--- src/rtl/axi_rd_if.sv ---
// AXI4 read-only (AR + R) channel bundle.
// master: drives AR request and R ready (a read manager, or the arbiter towards memory).
// slave : drives AR ready and R response (memory, or the arbiter towards a manager).
// Ports: arvalid/arready, araddr, arlen, arsize, arburst, arid,
//        rvalid/rready, rdata, rlast, rid, rresp.
interface axi_rd_if #(
    parameter int unsigned ADDR_WIDTH = 32,
    parameter int unsigned DATA_WIDTH = 32,
    parameter int unsigned ID_WIDTH   = 1
);
    logic                  arvalid;
    logic                  arready;
    logic [ADDR_WIDTH-1:0] araddr;
    logic [7:0]            arlen;
    logic [2:0]            arsize;
    logic [1:0]            arburst;
    logic [ID_WIDTH-1:0]   arid;

    logic                  rvalid;
    logic                  rready;
    logic [DATA_WIDTH-1:0] rdata;
    logic                  rlast;
    logic [ID_WIDTH-1:0]   rid;
    logic [1:0]            rresp;

    modport master (
        output arvalid, araddr, arlen, arsize, arburst, arid, rready,
        input  arready, rvalid, rdata, rlast, rid, rresp
    );

    modport slave (
        input  arvalid, araddr, arlen, arsize, arburst, arid, rready,
        output arready, rvalid, rdata, rlast, rid, rresp
    );
endinterface

--- src/rtl/axi_rd_arbiter.sv ---
// Two-manager to one-subordinate AXI4 read arbiter. One burst in flight at a time:
// a winner is picked in IDLE (round-robin or m0-priority), its AR is registered
// towards memory (ADDR), then the R channel is passed through combinationally to the
// granted manager until the RLAST beat (DATA).
// Ports:
//   clk, reset  : clock, synchronous active-high reset
//   m0, m1      : manager-side read channels (arbiter acts as subordinate)
//   s           : memory-side read channel, ID one bit wider (top bit = manager index)
//   grant       : index of current or last granted manager
//   busy        : burst in progress (ADDR or DATA)
//   rid_err     : sticky, set when a beat returns with an ID top bit != grant
module axi_rd_arbiter #(
    parameter int unsigned ADDR_WIDTH  = 32,
    parameter int unsigned DATA_WIDTH  = 32,
    parameter int unsigned ID_WIDTH    = 1,
    parameter int unsigned PRIORITY_M0 = 0
) (
    input  logic     clk,
    input  logic     reset,
    axi_rd_if.slave  m0,
    axi_rd_if.slave  m1,
    axi_rd_if.master s,
    output logic     grant,
    output logic     busy,
    output logic     rid_err
);
    localparam int unsigned SID_WIDTH  = ID_WIDTH + 1;
    localparam bit          FIXED_PRIO = (PRIORITY_M0 != 0);

    typedef enum logic [1:0] {
        IDLE = 2'd0,
        ADDR = 2'd1,
        DATA = 2'd2
    } state_t;

    state_t                 state;
    logic                   s_arvalid_q;
    logic [ADDR_WIDTH-1:0]  s_araddr_q;
    logic [7:0]             s_arlen_q;
    logic [2:0]             s_arsize_q;
    logic [1:0]             s_arburst_q;
    logic [SID_WIDTH-1:0]   s_arid_q;

    logic                   take_c;
    logic                   winner_c;
    logic [ADDR_WIDTH-1:0]  sel_araddr_c;
    logic [7:0]             sel_arlen_c;
    logic [2:0]             sel_arsize_c;
    logic [1:0]             sel_arburst_c;
    logic [ID_WIDTH-1:0]    sel_arid_c;

    logic                   data_phase_c;
    logic                   s_rready_c;
    logic                   r_beat_c;
    logic [DATA_WIDTH-1:0]  rdata_c;

    // Winner selection; reset is gated so no handshake is advertised while held in reset.
    always_comb begin
        take_c   = 1'b0;
        winner_c = 1'b0;
        if ((state == IDLE) && !reset) begin
            if (m0.arvalid && m1.arvalid) begin
                take_c   = 1'b1;
                // Round-robin: whoever was not granted last time gets the tie.
                winner_c = FIXED_PRIO ? 1'b0 : ~grant;
            end else if (m0.arvalid) begin
                take_c   = 1'b1;
                winner_c = 1'b0;
            end else if (m1.arvalid) begin
                take_c   = 1'b1;
                winner_c = 1'b1;
            end
        end
    end

    assign m0.arready = take_c & ~winner_c;
    assign m1.arready = take_c &  winner_c;

    // AR payload of the winning manager.
    always_comb begin
        sel_araddr_c  = m0.araddr;
        sel_arlen_c   = m0.arlen;
        sel_arsize_c  = m0.arsize;
        sel_arburst_c = m0.arburst;
        sel_arid_c    = m0.arid;
        if (winner_c) begin
            sel_araddr_c  = m1.araddr;
            sel_arlen_c   = m1.arlen;
            sel_arsize_c  = m1.arsize;
            sel_arburst_c = m1.arburst;
            sel_arid_c    = m1.arid;
        end
    end

    // Registered AR channel towards memory.
    assign s.arvalid = s_arvalid_q;
    assign s.araddr  = s_araddr_q;
    assign s.arlen   = s_arlen_q;
    assign s.arsize  = s_arsize_q;
    assign s.arburst = s_arburst_q;
    assign s.arid    = s_arid_q;

    // R channel: zero-latency pass-through, steered by grant, only while in DATA.
    assign data_phase_c = (state == DATA);
    assign s_rready_c   = data_phase_c & (grant ? m1.rready : m0.rready);
    assign s.rready     = s_rready_c;
    assign r_beat_c     = data_phase_c & s.rvalid & s_rready_c;

    assign m0.rvalid = data_phase_c & ~grant & s.rvalid;
    assign m1.rvalid = data_phase_c &  grant & s.rvalid;

    // Data, last, resp and low ID bits are broadcast; only rvalid qualifies them.
    assign rdata_c  = s.rdata;
    assign m0.rdata = rdata_c;
    assign m1.rdata = rdata_c;
    assign m0.rlast = s.rlast;
    assign m1.rlast = s.rlast;
    assign m0.rresp = s.rresp;
    assign m1.rresp = s.rresp;
    assign m0.rid   = s.rid[ID_WIDTH-1:0];
    assign m1.rid   = s.rid[ID_WIDTH-1:0];

    // Burst sequencing: grant in IDLE, hold AR in ADDR, follow R beats in DATA.
    always_ff @(posedge clk) begin
        if (reset) begin
            state       <= IDLE;
            s_arvalid_q <= 1'b0;
            s_araddr_q  <= '0;
            s_arlen_q   <= '0;
            s_arsize_q  <= '0;
            s_arburst_q <= '0;
            s_arid_q    <= '0;
            grant       <= 1'b1;
            busy        <= 1'b0;
            rid_err     <= 1'b0;
        end else begin
            case (state)
                IDLE: begin
                    if (take_c) begin
                        s_arvalid_q <= 1'b1;
                        s_araddr_q  <= sel_araddr_c;
                        s_arlen_q   <= sel_arlen_c;
                        s_arsize_q  <= sel_arsize_c;
                        s_arburst_q <= sel_arburst_c;
                        s_arid_q    <= {winner_c, sel_arid_c};
                        grant       <= winner_c;
                        busy        <= 1'b1;
                        state       <= ADDR;
                    end
                end
                ADDR: begin
                    if (s.arready) begin
                        s_arvalid_q <= 1'b0;
                        state       <= DATA;
                    end
                end
                DATA: begin
                    if (r_beat_c && (s.rid[ID_WIDTH] != grant)) begin
                        rid_err <= 1'b1;
                    end
                    if (r_beat_c && s.rlast) begin
                        busy  <= 1'b0;
                        state <= IDLE;
                    end
                end
                default: begin
                    s_arvalid_q <= 1'b0;
                    busy        <= 1'b0;
                    state       <= IDLE;
                end
            endcase
        end
    end
endmodule

--- src/flat_wrapper.sv ---
// flat-port wrapper written by rule: the top's interface ports become plain ports
module axi_rd_arbiter_flat 
#(
    parameter int unsigned ADDR_WIDTH  = 32,
    parameter int unsigned DATA_WIDTH  = 32,
    parameter int unsigned ID_WIDTH    = 1,
    parameter int unsigned PRIORITY_M0 = 0
)
  (clk, reset, grant, busy, rid_err, m0_arvalid, m0_araddr, m0_arlen, m0_arsize, m0_arburst, m0_arid, m0_rready, m0_arready, m0_rvalid, m0_rdata, m0_rlast, m0_rid, m0_rresp, m1_arvalid, m1_araddr, m1_arlen, m1_arsize, m1_arburst, m1_arid, m1_rready, m1_arready, m1_rvalid, m1_rdata, m1_rlast, m1_rid, m1_rresp, s_arvalid, s_araddr, s_arlen, s_arsize, s_arburst, s_arid, s_rready, s_arready, s_rvalid, s_rdata, s_rlast, s_rid, s_rresp);
  axi_rd_if #(.ADDR_WIDTH(ADDR_WIDTH), .DATA_WIDTH(DATA_WIDTH), .ID_WIDTH(ID_WIDTH)) m0_i ();
  axi_rd_if #(.ADDR_WIDTH(ADDR_WIDTH), .DATA_WIDTH(DATA_WIDTH), .ID_WIDTH(ID_WIDTH)) m1_i ();
  axi_rd_if #(.ADDR_WIDTH(ADDR_WIDTH), .DATA_WIDTH(DATA_WIDTH), .ID_WIDTH(ID_WIDTH)) s_i ();
  input  logic clk;
  input  logic reset;
  output logic grant;
  output logic busy;
  output logic rid_err;
  input wire logic [$bits(m0_i.arvalid)-1:0] m0_arvalid;
  input wire logic [$bits(m0_i.araddr)-1:0] m0_araddr;
  input wire logic [$bits(m0_i.arlen)-1:0] m0_arlen;
  input wire logic [$bits(m0_i.arsize)-1:0] m0_arsize;
  input wire logic [$bits(m0_i.arburst)-1:0] m0_arburst;
  input wire logic [$bits(m0_i.arid)-1:0] m0_arid;
  input wire logic [$bits(m0_i.rready)-1:0] m0_rready;
  output wire logic [$bits(m0_i.arready)-1:0] m0_arready;
  output wire logic [$bits(m0_i.rvalid)-1:0] m0_rvalid;
  output wire logic [$bits(m0_i.rdata)-1:0] m0_rdata;
  output wire logic [$bits(m0_i.rlast)-1:0] m0_rlast;
  output wire logic [$bits(m0_i.rid)-1:0] m0_rid;
  output wire logic [$bits(m0_i.rresp)-1:0] m0_rresp;
  input wire logic [$bits(m1_i.arvalid)-1:0] m1_arvalid;
  input wire logic [$bits(m1_i.araddr)-1:0] m1_araddr;
  input wire logic [$bits(m1_i.arlen)-1:0] m1_arlen;
  input wire logic [$bits(m1_i.arsize)-1:0] m1_arsize;
  input wire logic [$bits(m1_i.arburst)-1:0] m1_arburst;
  input wire logic [$bits(m1_i.arid)-1:0] m1_arid;
  input wire logic [$bits(m1_i.rready)-1:0] m1_rready;
  output wire logic [$bits(m1_i.arready)-1:0] m1_arready;
  output wire logic [$bits(m1_i.rvalid)-1:0] m1_rvalid;
  output wire logic [$bits(m1_i.rdata)-1:0] m1_rdata;
  output wire logic [$bits(m1_i.rlast)-1:0] m1_rlast;
  output wire logic [$bits(m1_i.rid)-1:0] m1_rid;
  output wire logic [$bits(m1_i.rresp)-1:0] m1_rresp;
  output wire logic [$bits(s_i.arvalid)-1:0] s_arvalid;
  output wire logic [$bits(s_i.araddr)-1:0] s_araddr;
  output wire logic [$bits(s_i.arlen)-1:0] s_arlen;
  output wire logic [$bits(s_i.arsize)-1:0] s_arsize;
  output wire logic [$bits(s_i.arburst)-1:0] s_arburst;
  output wire logic [$bits(s_i.arid)-1:0] s_arid;
  output wire logic [$bits(s_i.rready)-1:0] s_rready;
  input wire logic [$bits(s_i.arready)-1:0] s_arready;
  input wire logic [$bits(s_i.rvalid)-1:0] s_rvalid;
  input wire logic [$bits(s_i.rdata)-1:0] s_rdata;
  input wire logic [$bits(s_i.rlast)-1:0] s_rlast;
  input wire logic [$bits(s_i.rid)-1:0] s_rid;
  input wire logic [$bits(s_i.rresp)-1:0] s_rresp;
  assign m0_i.arvalid = m0_arvalid;
  assign m0_i.araddr = m0_araddr;
  assign m0_i.arlen = m0_arlen;
  assign m0_i.arsize = m0_arsize;
  assign m0_i.arburst = m0_arburst;
  assign m0_i.arid = m0_arid;
  assign m0_i.rready = m0_rready;
  assign m0_arready = m0_i.arready;
  assign m0_rvalid = m0_i.rvalid;
  assign m0_rdata = m0_i.rdata;
  assign m0_rlast = m0_i.rlast;
  assign m0_rid = m0_i.rid;
  assign m0_rresp = m0_i.rresp;
  assign m1_i.arvalid = m1_arvalid;
  assign m1_i.araddr = m1_araddr;
  assign m1_i.arlen = m1_arlen;
  assign m1_i.arsize = m1_arsize;
  assign m1_i.arburst = m1_arburst;
  assign m1_i.arid = m1_arid;
  assign m1_i.rready = m1_rready;
  assign m1_arready = m1_i.arready;
  assign m1_rvalid = m1_i.rvalid;
  assign m1_rdata = m1_i.rdata;
  assign m1_rlast = m1_i.rlast;
  assign m1_rid = m1_i.rid;
  assign m1_rresp = m1_i.rresp;
  assign s_arvalid = s_i.arvalid;
  assign s_araddr = s_i.araddr;
  assign s_arlen = s_i.arlen;
  assign s_arsize = s_i.arsize;
  assign s_arburst = s_i.arburst;
  assign s_arid = s_i.arid;
  assign s_rready = s_i.rready;
  assign s_i.arready = s_arready;
  assign s_i.rvalid = s_rvalid;
  assign s_i.rdata = s_rdata;
  assign s_i.rlast = s_rlast;
  assign s_i.rid = s_rid;
  assign s_i.rresp = s_rresp;
  axi_rd_arbiter #(.ADDR_WIDTH(ADDR_WIDTH), .DATA_WIDTH(DATA_WIDTH), .ID_WIDTH(ID_WIDTH), .PRIORITY_M0(PRIORITY_M0)) u_core (.clk(clk), .reset(reset), .m0(m0_i), .m1(m1_i), .s(s_i), .grant(grant), .busy(busy), .rid_err(rid_err));
endmodule
--- config.mk ---
export PLATFORM = sky130hd
export DESIGN_NAME = axi_rd_arbiter_flat
export DESIGN_NICKNAME = d
export VERILOG_FILES = /design/src/rtl/axi_rd_if.sv /design/src/rtl/axi_rd_arbiter.sv /design/src/flat_wrapper.sv
export SDC_FILE = /design/constraint.sdc
export NUM_CORES = 1
export LEC_CHECK = 0
export CAP_MARGIN = 30
export CORE_AREA = 2 2 101 103
export CTS_BUF_LIST = sky130_fd_sc_hd__clkbuf_8 sky130_fd_sc_hd__clkbuf_16
export DETAILED_ROUTE_END_ITERATION = 16
export DIE_AREA = 0 0 103 105
export GPL_TIMING_DRIVEN = 0
export PLACE_DENSITY = 0.77
export SLEW_MARGIN = 20
export SYNTH_ARGS = -nofsm -noshare
export SYNTH_HDL_FRONTEND = slang
export SYNTH_SLANG_ARGS = --single-unit
--- constraint.sdc ---
create_clock -name clk -period 3.7 [get_ports clk]
set_input_delay 0.74 -clock clk [delete_from_list [all_inputs] [get_ports clk]]
set_output_delay 0.74 -clock clk [all_outputs]
set_load 0.1 [all_outputs]
# --- Word level (Yosys, flattened, before mapping) ---
# Index checks and enable logic that the tools add are counted.
totals:
  input_bits: 136
  regBits: 51
op_classes:
  n_bitwise: 13
  n_eq_ne: 5
  muxes: 22
  n_reduce_logical: 9
ops:
  columns: ["cell", "count"]
  rows:
  - ["32-bit two-way mux", 1]
  - ["1-bit two-way mux", 12]
  - ["1-bit bitwise AND", 9]
  - ["3-bit AND reduction", 3]
  - ["2-bit two-way mux", 4]
  - ["8-bit two-way mux", 1]
  - ["1-bit case mux with 3 select lines", 2]
  - ["2-bit case mux with 3 select lines", 1]
  - ["2-bit inequality test, second input constant", 2]
  - ["1-bit inverter", 4]
  - ["1-bit logical AND", 3]
  - ["3-bit two-way mux", 1]
  - ["2-bit by 1-bit equality test with 1-bit output, second input constant", 1]
  - ["2-bit equality test, second input constant", 1]
  - ["2-bit logical NOT", 1]
  - ["2-bit by 1-bit inequality test with 1-bit output, second input constant", 1]
  - ["2-bit AND reduction", 1]
  - ["1-bit logical NOT", 1]

# --- Logic depth before layout (Yosys ltp) ---
# Gate-level depths: netlist (run 1).
depth:
  word_depth: 6
  depth_mapped: 6

# --- Worst setup path after synthesis (run 1) ---
# Ideal clock, no wire load.
synth_timing:
  path_type: "reg-to-output"
  startpoint: "register u_core.grant"
  endpoint: "output s_rready"
  stages_incl_launch_ff: 4
  n_path_buf: 1
  slack_ns: 0.351
  t_arrival_ns: 2.609
  path_cell_list: "dfxtp_1 buf_6 mux2i_1 nor2b_1"
synth_via:
  elab_chain_cells: 2
synth_rtl:
  columns: ["item", "line_no", "rtl"]
  rows:
  - ["start, declared", "axi_rd_arbiter.sv:23", "output logic grant,"]
  - ["start signal, assigned", "axi_rd_arbiter.sv:146", "grant <= winner_c;"]
  - ["1-bit two-way mux", "axi_rd_arbiter.sv:105", "assign s_rready_c = data_phase_c & (grant ? m1.rready : m0.rready);"]
  - ["1-bit bitwise AND", "axi_rd_arbiter.sv:105", null]
  - ["end, declared", "flat_wrapper.sv:50", "output wire logic [$bits(s_i.rready)-1:0] s_rready;"]
# No other way between the ends.

# --- Final worst setup path (run 1) ---
layout_timing:
  startpoint: "input m1_arvalid"
  endpoint: "output m1_arready"
layout_via:
  elab_chain_cells: 5
  word_cells_on_any_way: 9
layout_rtl:
  columns: ["item", "line_no", "rtl"]
  rows:
  - ["start, declared", "flat_wrapper.sv:31", "input wire logic [$bits(m1_i.arvalid)-1:0] m1_arvalid;"]
  - ["1-bit two-way mux", "axi_rd_arbiter.sv:69", "end else if (m1.arvalid) begin"]
  - ["1-bit two-way mux", "axi_rd_arbiter.sv:66", "end else if (m0.arvalid) begin"]
  - ["1-bit two-way mux", "axi_rd_arbiter.sv:62", "if (m0.arvalid && m1.arvalid) begin"]
  - ["1-bit two-way mux", "axi_rd_arbiter.sv:61", "if ((state == IDLE) && !reset) begin"]
  - ["1-bit bitwise AND *", "axi_rd_arbiter.sv:77", "assign m1.arready = take_c & winner_c;"]
  - ["end, declared", "flat_wrapper.sv:38", "output wire logic [$bits(m1_i.arready)-1:0] m1_arready;"]
# Mark *: on every way between the ends. The rest lies on a longest branch, timed or not.

==> impl_metrics.tcl, run 1 <==
set metrics [dict create \
    gr-total-overflow 0 \
    drt_first_pass_iters 5 \
    routed_wl_mm 10.6 \
    rr_startpoint "u_core.state[0]" \
    grt_pass1_vias 3113 \
    synth_area_mm2 0.00277 \
    cts_tree "done" \
    hold_depth 2 \
    io_pins 263 \
    p_sw_share_pct 50.3 \
    grt_pass1_wl_mm 15.5 \
    p_int_mw 1.12 \
    synth_cell_types 29 \
    grt_max_degree 17 \
    clk_pin_slew_ns 0.10 \
    layout_setup_ws_ns 0.232 \
    drive_gt1_share_pct 19.5 \
    maxCapViolCount 0 \
    reg2reg_depth 5 \
    status "completed" \
    fin_setup_tns_ns 0 \
    synth_common_cells "78 x buf_4, 51 x dfxtp_1, 38 x and3_1" \
    drc 0 \
    cts_sinks 51 \
    antenna_cells 0 \
    timing.fmax_mhz 288 \
    critPathCaptureType "output port" \
    syn_to_final_growth_pct 90.7 \
    setup_viol 0 \
    hold_start "u_core.s.arvalid" \
    finalClockSkew_ns 0.00427 \
    rsz0062_at_grt "no" \
    cts_buffers 5 \
    switching_power_mw 1.13 \
    critical_path_class "input pin to output port" \
    cp.required_ns 2.96 \
    finalPower_mw 2.25 \
    hold_path_end "u_core.s.arvalid" \
    timing.rr.end "u_core.s.arlen[4]" \
    clock_latency_ns 0.30 \
    async_flop_share_pct 0 \
    pwr-share-comb_pct 56.9 \
    dieArea_mm2 0.0108 \
    cts_htree_levels 2 \
    p_leak_nw 2.28 \
    vdd_drop_max_v 0.000209 \
    final_cells 666 \
    syn-num-nets 436 \
    cts_hold_buffers 0 \
    cts_setup_buffers 0 \
    synth.most_common_cell "buf_4" \
    path_max_fanout 10 \
    syn_avg_cell_area_um2 9.23 \
    fillerInstances 879 \
    synth_enable_flop_cells 0 \
    p_per_area_mw_per_mm2 426 \
    dpl.cell_count 658 \
    post-route-min-period_ns 3.47 \
    synth_cells 300 \
    final_nets 668 \
    stdcell_area_mm2 0.00528 \
    clk_path_buf_depth 2 \
    drt_iter0_drc 104 \
    min_path_type "flop to flop" \
    synth_seq_area_share_pct 36.9 \
    place.gp.congestion 0.783 \
    yosysTopAreaCell "dfxtp_1" \
    hold_slack_ns 0.482 \
    die_h_um 105 \
    seq_power_share_pct 28.4 \
    root_buffer "clkbuf_8" \
    cp-start-kind "input pin" \
    routed_via_density 4.61 \
    worst_pin_slew_ns 1.02 \
    ys_warn_count 0 \
    period_share_pct 93.7 \
    coreArea_mm2 0.00964 \
    final_util_pct 54.8 \
    place_hpwl_mm 8.52 \
    ant_nets 0 \
    track_usage_pct 18.1 \
    portBuffers 225 \
    num_rows 36 \
    die_w_um 103 \
    hold_viol 0 \
    synth_flop_cell "dfxtp_1" \
    vias 3072 \
    slew_violations 0 \
    slew_headroom_pct 31.8 \
    reg2reg_slack_ns 2.07 \
    arrival_ns 2.73 \
    synth.top_cell.area_share_pct 36.9 \
    ys_seq_elements 51 \
    dp_slack_ns -0.361 \
    p_clk_share_pct 14.7 \
    antenna_found_initial 0 \
    initial_core_util_pct 28.7 \
    placed_area_mm2 0.00519 \
    wl_per_cell_um 15.8 \
    synthTopCellsByArea "dfxtp_1 37%, buf_4 21%, a221o_1 13%" \
]
[state kept, by name (all words and copies together), names as in the netlist]
| name | flops |
|---|---|
| u_core.s.arsize | 3 |
| u_core.s_arid_q | 1 |
| u_core.grant | 1 |
| u_core.s.arlen | 8 |
| u_core.s.arvalid | 1 |
| u_core.s.araddr | 32 |
| u_core.state | 2 |
| u_core.s.arburst | 2 |
| u_core.busy | 1 |
[what timing repair did]
action / CTS / global route
resized for setup: 3 / 1
gates cloned: 0 / 0
setup endpoints to repair: 1 / 1
[worst max path at each step]
stage / endpoint / start / slack [ns]
6_report: m1_arready / m1_arvalid / 0.23
5_1_grt: m1_arready / m1_arvalid / 0.11
3_3_place_gp: m1_arready / m1_arvalid / -0.37
4_1_cts: m0_arready / m1_arvalid / 0.02
2_1_floorplan: s_rready / u_core.grant / 0.35
3_5_place_dp: m1_arready / m1_arvalid / -0.36
[power groups by stage]
| stage | Combinational (mW) | Clock (mW) | Sequential (mW) |
|---|---|---|---|
| after floorplan | 0.536 | 0 | 1.05 |
| after CTS | 1.29 | 0.345 | 0.639 |
| after detailed placement | 1.28 | 0 | 0.651 |
| after global routing | 1.32 | 0.359 | 0.646 |
| final | 1.28 | 0.330 | 0.639 |
| after global placement | 1.28 | 0 | 0.648 |
[routing by layer]
layer / track usage, % / up-vias / wire length (um)
met5: 0 / - / 0
met4: 5.73 / 0 / 242
met3: 6.82 / 13 / 1250
met2: 32.7 / 170 / 5290
met1: 19.0 / 1410 / 3760
li1: - / 1479 / -
[logic make-up (layout without fill, tap and decap cells)]
kind of cell,Yosys count,after routing,share of synthesized area [%]
other,1,1,0.135
muxes,1,1,0.361
DFF,51,51,36.9
AOI/OAI and AO/OA,70,70,21.7
buffers and inverters,99,332,25.9
and+or+nand+nor,78,78,15.0
[layout make-up]
type	count	area [um^2]	share of cell area, %
inverters	1	3.75	0.0711
clock buffers	5	68.8	1.30
multi-input cells	150	1030	19.5
well taps	133	166	3.15
clock inverters	3	20.0	0.379
repair buffers	225	2260	42.7
plain buffers	98	714	13.5
flip-flops and latches	51	1020	19.3
[layout by cell type, fill, tap and decap left out, types with 2 or more instances in the layout]
master           Yosys  final
clkdlybuf4s50_1      0    223
buf_4               78     78
dfxtp_1             51     51
and3_1              38     38
a221o_1             35     35
nand2_1             26     26
a21oi_1             15     15
a311oi_1            11     11
buf_2                7      7
clkbuf_1             7      7
buf_6                6      6
nor2_1               5      5
clkbuf_8             0      5
and2_1               2      2
nor2b_1              2      2
o21ai_0              2      2
clkinvlp_4           0      2
[critical path, stage by stage]
cell	delay, ns
clkdlybuf4s50_1	0.55
a21boi_1	0.20
buf_2	0.25
buf_2	0.26
and2_1	0.16
clkdlybuf4s15_2	0.55
Note: power is estimated with default switching activity, not from simulation.
==> run 2, diff against run 1 <==
==> constraint.sdc (replaced) <==
create_clock -name clk -period 3.7 [get_ports clk]
set_input_delay 0.74 -clock clk [delete_from_list [all_inputs] [get_ports clk]]
set_output_delay 0.74 -clock clk [all_outputs]
set_load 0.01 [all_outputs]
==> run 2 against run 1 <==
  * Cell area hardly changed
  * Critical endpoint unchanged
  * Global-route usage stayed put
  * Fmax is 0.54% higher
  * Sequential share of layout area hardly changed
  * Largest cell class unchanged
  * Flip-flop and latch count stayed put
  * Wire length hardly changed
  * Worst setup slack better by 0.019 ns
  * Sequential power hardly changed
  * Clock skew hardly changed
==> impl_metrics.tcl, run 2 (synthesized netlist as in run 1, its figures left out) <==
set metrics [dict create \
    status "completed" \
    hold_start "u_core.s.arvalid" \
    gr-total-overflow 0 \
    fin_setup_tns_ns 0 \
    largest_reg_flops 32 \
    reg2reg_depth 5 \
    clk_path_buf_depth 2 \
    setup_viol 0 \
    track_usage_pct 18.1 \
    layout_common_cells "225 x clkdlybuf4s50_1, 78 x buf_4, 51 x dfxtp_1" \
    routed_wl_mm 10.6 \
    path_max_fanout 10 \
    routed_via_density 4.62 \
    cts_tree "done" \
    syn_to_final_growth_pct 90.5 \
    cp.required_ns 2.96 \
    drt_iter0_drc 104 \
    cts_htree_levels 2 \
    post_cts_resized 0 \
    rr_startpoint "u_core.state[0]" \
    initial_core_util_pct 28.7 \
    clock_latency_ns 0.30 \
    cts_buffers 5 \
    portBuffers 225 \
    critical_path_class "input pin to output port" \
    maxCapViolCount 0 \
    clk_pin_slew_ns 0.10 \
    cts_hold_buffers 0 \
    vias 3075 \
    final_nets 668 \
    antenna_found_initial 0 \
    hold_viol 0 \
    grt_pass1_vias 3113 \
    io_pins 263 \
    drive_gt1_share_pct 19.3 \
    stdcell_area_mm2 0.00528 \
    final_common_cell "clkdlybuf4s50_1" \
    arrival_ns 2.71 \
    hold_path_end "u_core.s.arvalid" \
    cts_setup_buffers 0 \
    min_path_type "flop to flop" \
    wl_per_cell_um 15.8 \
    finalPower_mw 1.57 \
    slew_violations 0 \
    antenna_cells 0 \
    grt_pass1_wl_mm 15.5 \
    critPathCaptureType "output port" \
    root_buffer "clkbuf_8" \
    p_leak_nw 2.26 \
    reg2reg_slack_ns 2.07 \
    num_rows 36 \
    die_w_um 103 \
    period_share_pct 93.2 \
    rsz0062_at_grt "no" \
    ant_nets 0 \
    grt_max_degree 17 \
    place_hpwl_mm 8.52 \
    final_util_pct 54.8 \
    drc 0 \
    vdd_drop_max_v 0.000160 \
    cts_sinks 51 \
    dieArea_mm2 0.0108 \
    finalClockSkew_ns 0.00425 \
    place.gp.congestion 0.783 \
    post-route-min-period_ns 3.45 \
    cp-start-kind "input pin" \
    timing.fmax_mhz 290 \
    timing.rr.end "u_core.s.arlen[4]" \
    drt_first_pass_iters 4 \
    die_h_um 105 \
    hold_depth 2 \
    placed_area_mm2 0.00519 \
    coreArea_mm2 0.00964 \
    p_per_area_mw_per_mm2 298 \
]
run 2: how the worst max path moves through the flow:
| stage | start | end | slack, ns | cells past startpoint |
|---|---|---|---|---|
| floorplan | reset | m1_arready | 1.46 | 5 |
| global placement | m1_arvalid | m1_arready | 0.23 | 6 |
| detailed placement | m1_arvalid | m1_arready | 0.24 | 6 |
| CTS | m1_arvalid | m1_arready | 0.23 | 6 |
| global route | m1_arvalid | m1_arready | 0.13 | 6 |
| finish | m1_arvalid | m1_arready | 0.25 | 6 |
run 2: report_power, final:
part | leakage, nW | switching (mW) | total (mW) | internal [mW]
Sequential | 0.421 | 0.0318 | 0.639 | 0.607
Combinational | 1.80 | 0.220 | 0.602 | 0.382
Clock | 0.0402 | 0.198 | 0.330 | 0.132
Total | 2.26 | 0.450 | 1.57 | 1.12
run 2: through the flow:
step	hold WS, ns	worst slack, ns	cells
2_1_floorplan	0.490	1.46	300
3_3_place_gp	0.462	0.232	658
3_5_place_dp	0.467	0.238	658
4_1_cts	0.486	0.226	666
5_1_grt	0.510	0.131	666
6_report	0.482	0.251	666
run 2: worst max-delay path, cell delays in order:
cell and delay, ns:
clkdlybuf4s50_1 0.55, a21boi_1 0.20, buf_2 0.25, buf_2 0.27, and2_1 0.16, clkdlybuf4s50_1 0.54
run 2: final cells by class:
cell class                      count  area (um^2)
Sequential cell                    51         1020
Clock buffer                        5         68.8
Timing Repair Buffer              225         2250
Clock inverter                      3         20.0
Inverter                            1         3.75
Buffer                             98          714
Fill cell                         879         4360
Tap cell                          133          166
Multi-Input combinational cell    150         1030
run 2: routing by layer:
| metal | GRT usage, % | routed length (um) | up-vias |
|---|---|---|---|
| met5 | 0 | 0 | - |
| met3 | 6.82 | 1240 | 13 |
| met1 | 19.0 | 3780 | 1417 |
| li1 | - | - | 1479 |
| met4 | 5.73 | 242 | 0 |
| met2 | 32.7 | 5300 | 166 |
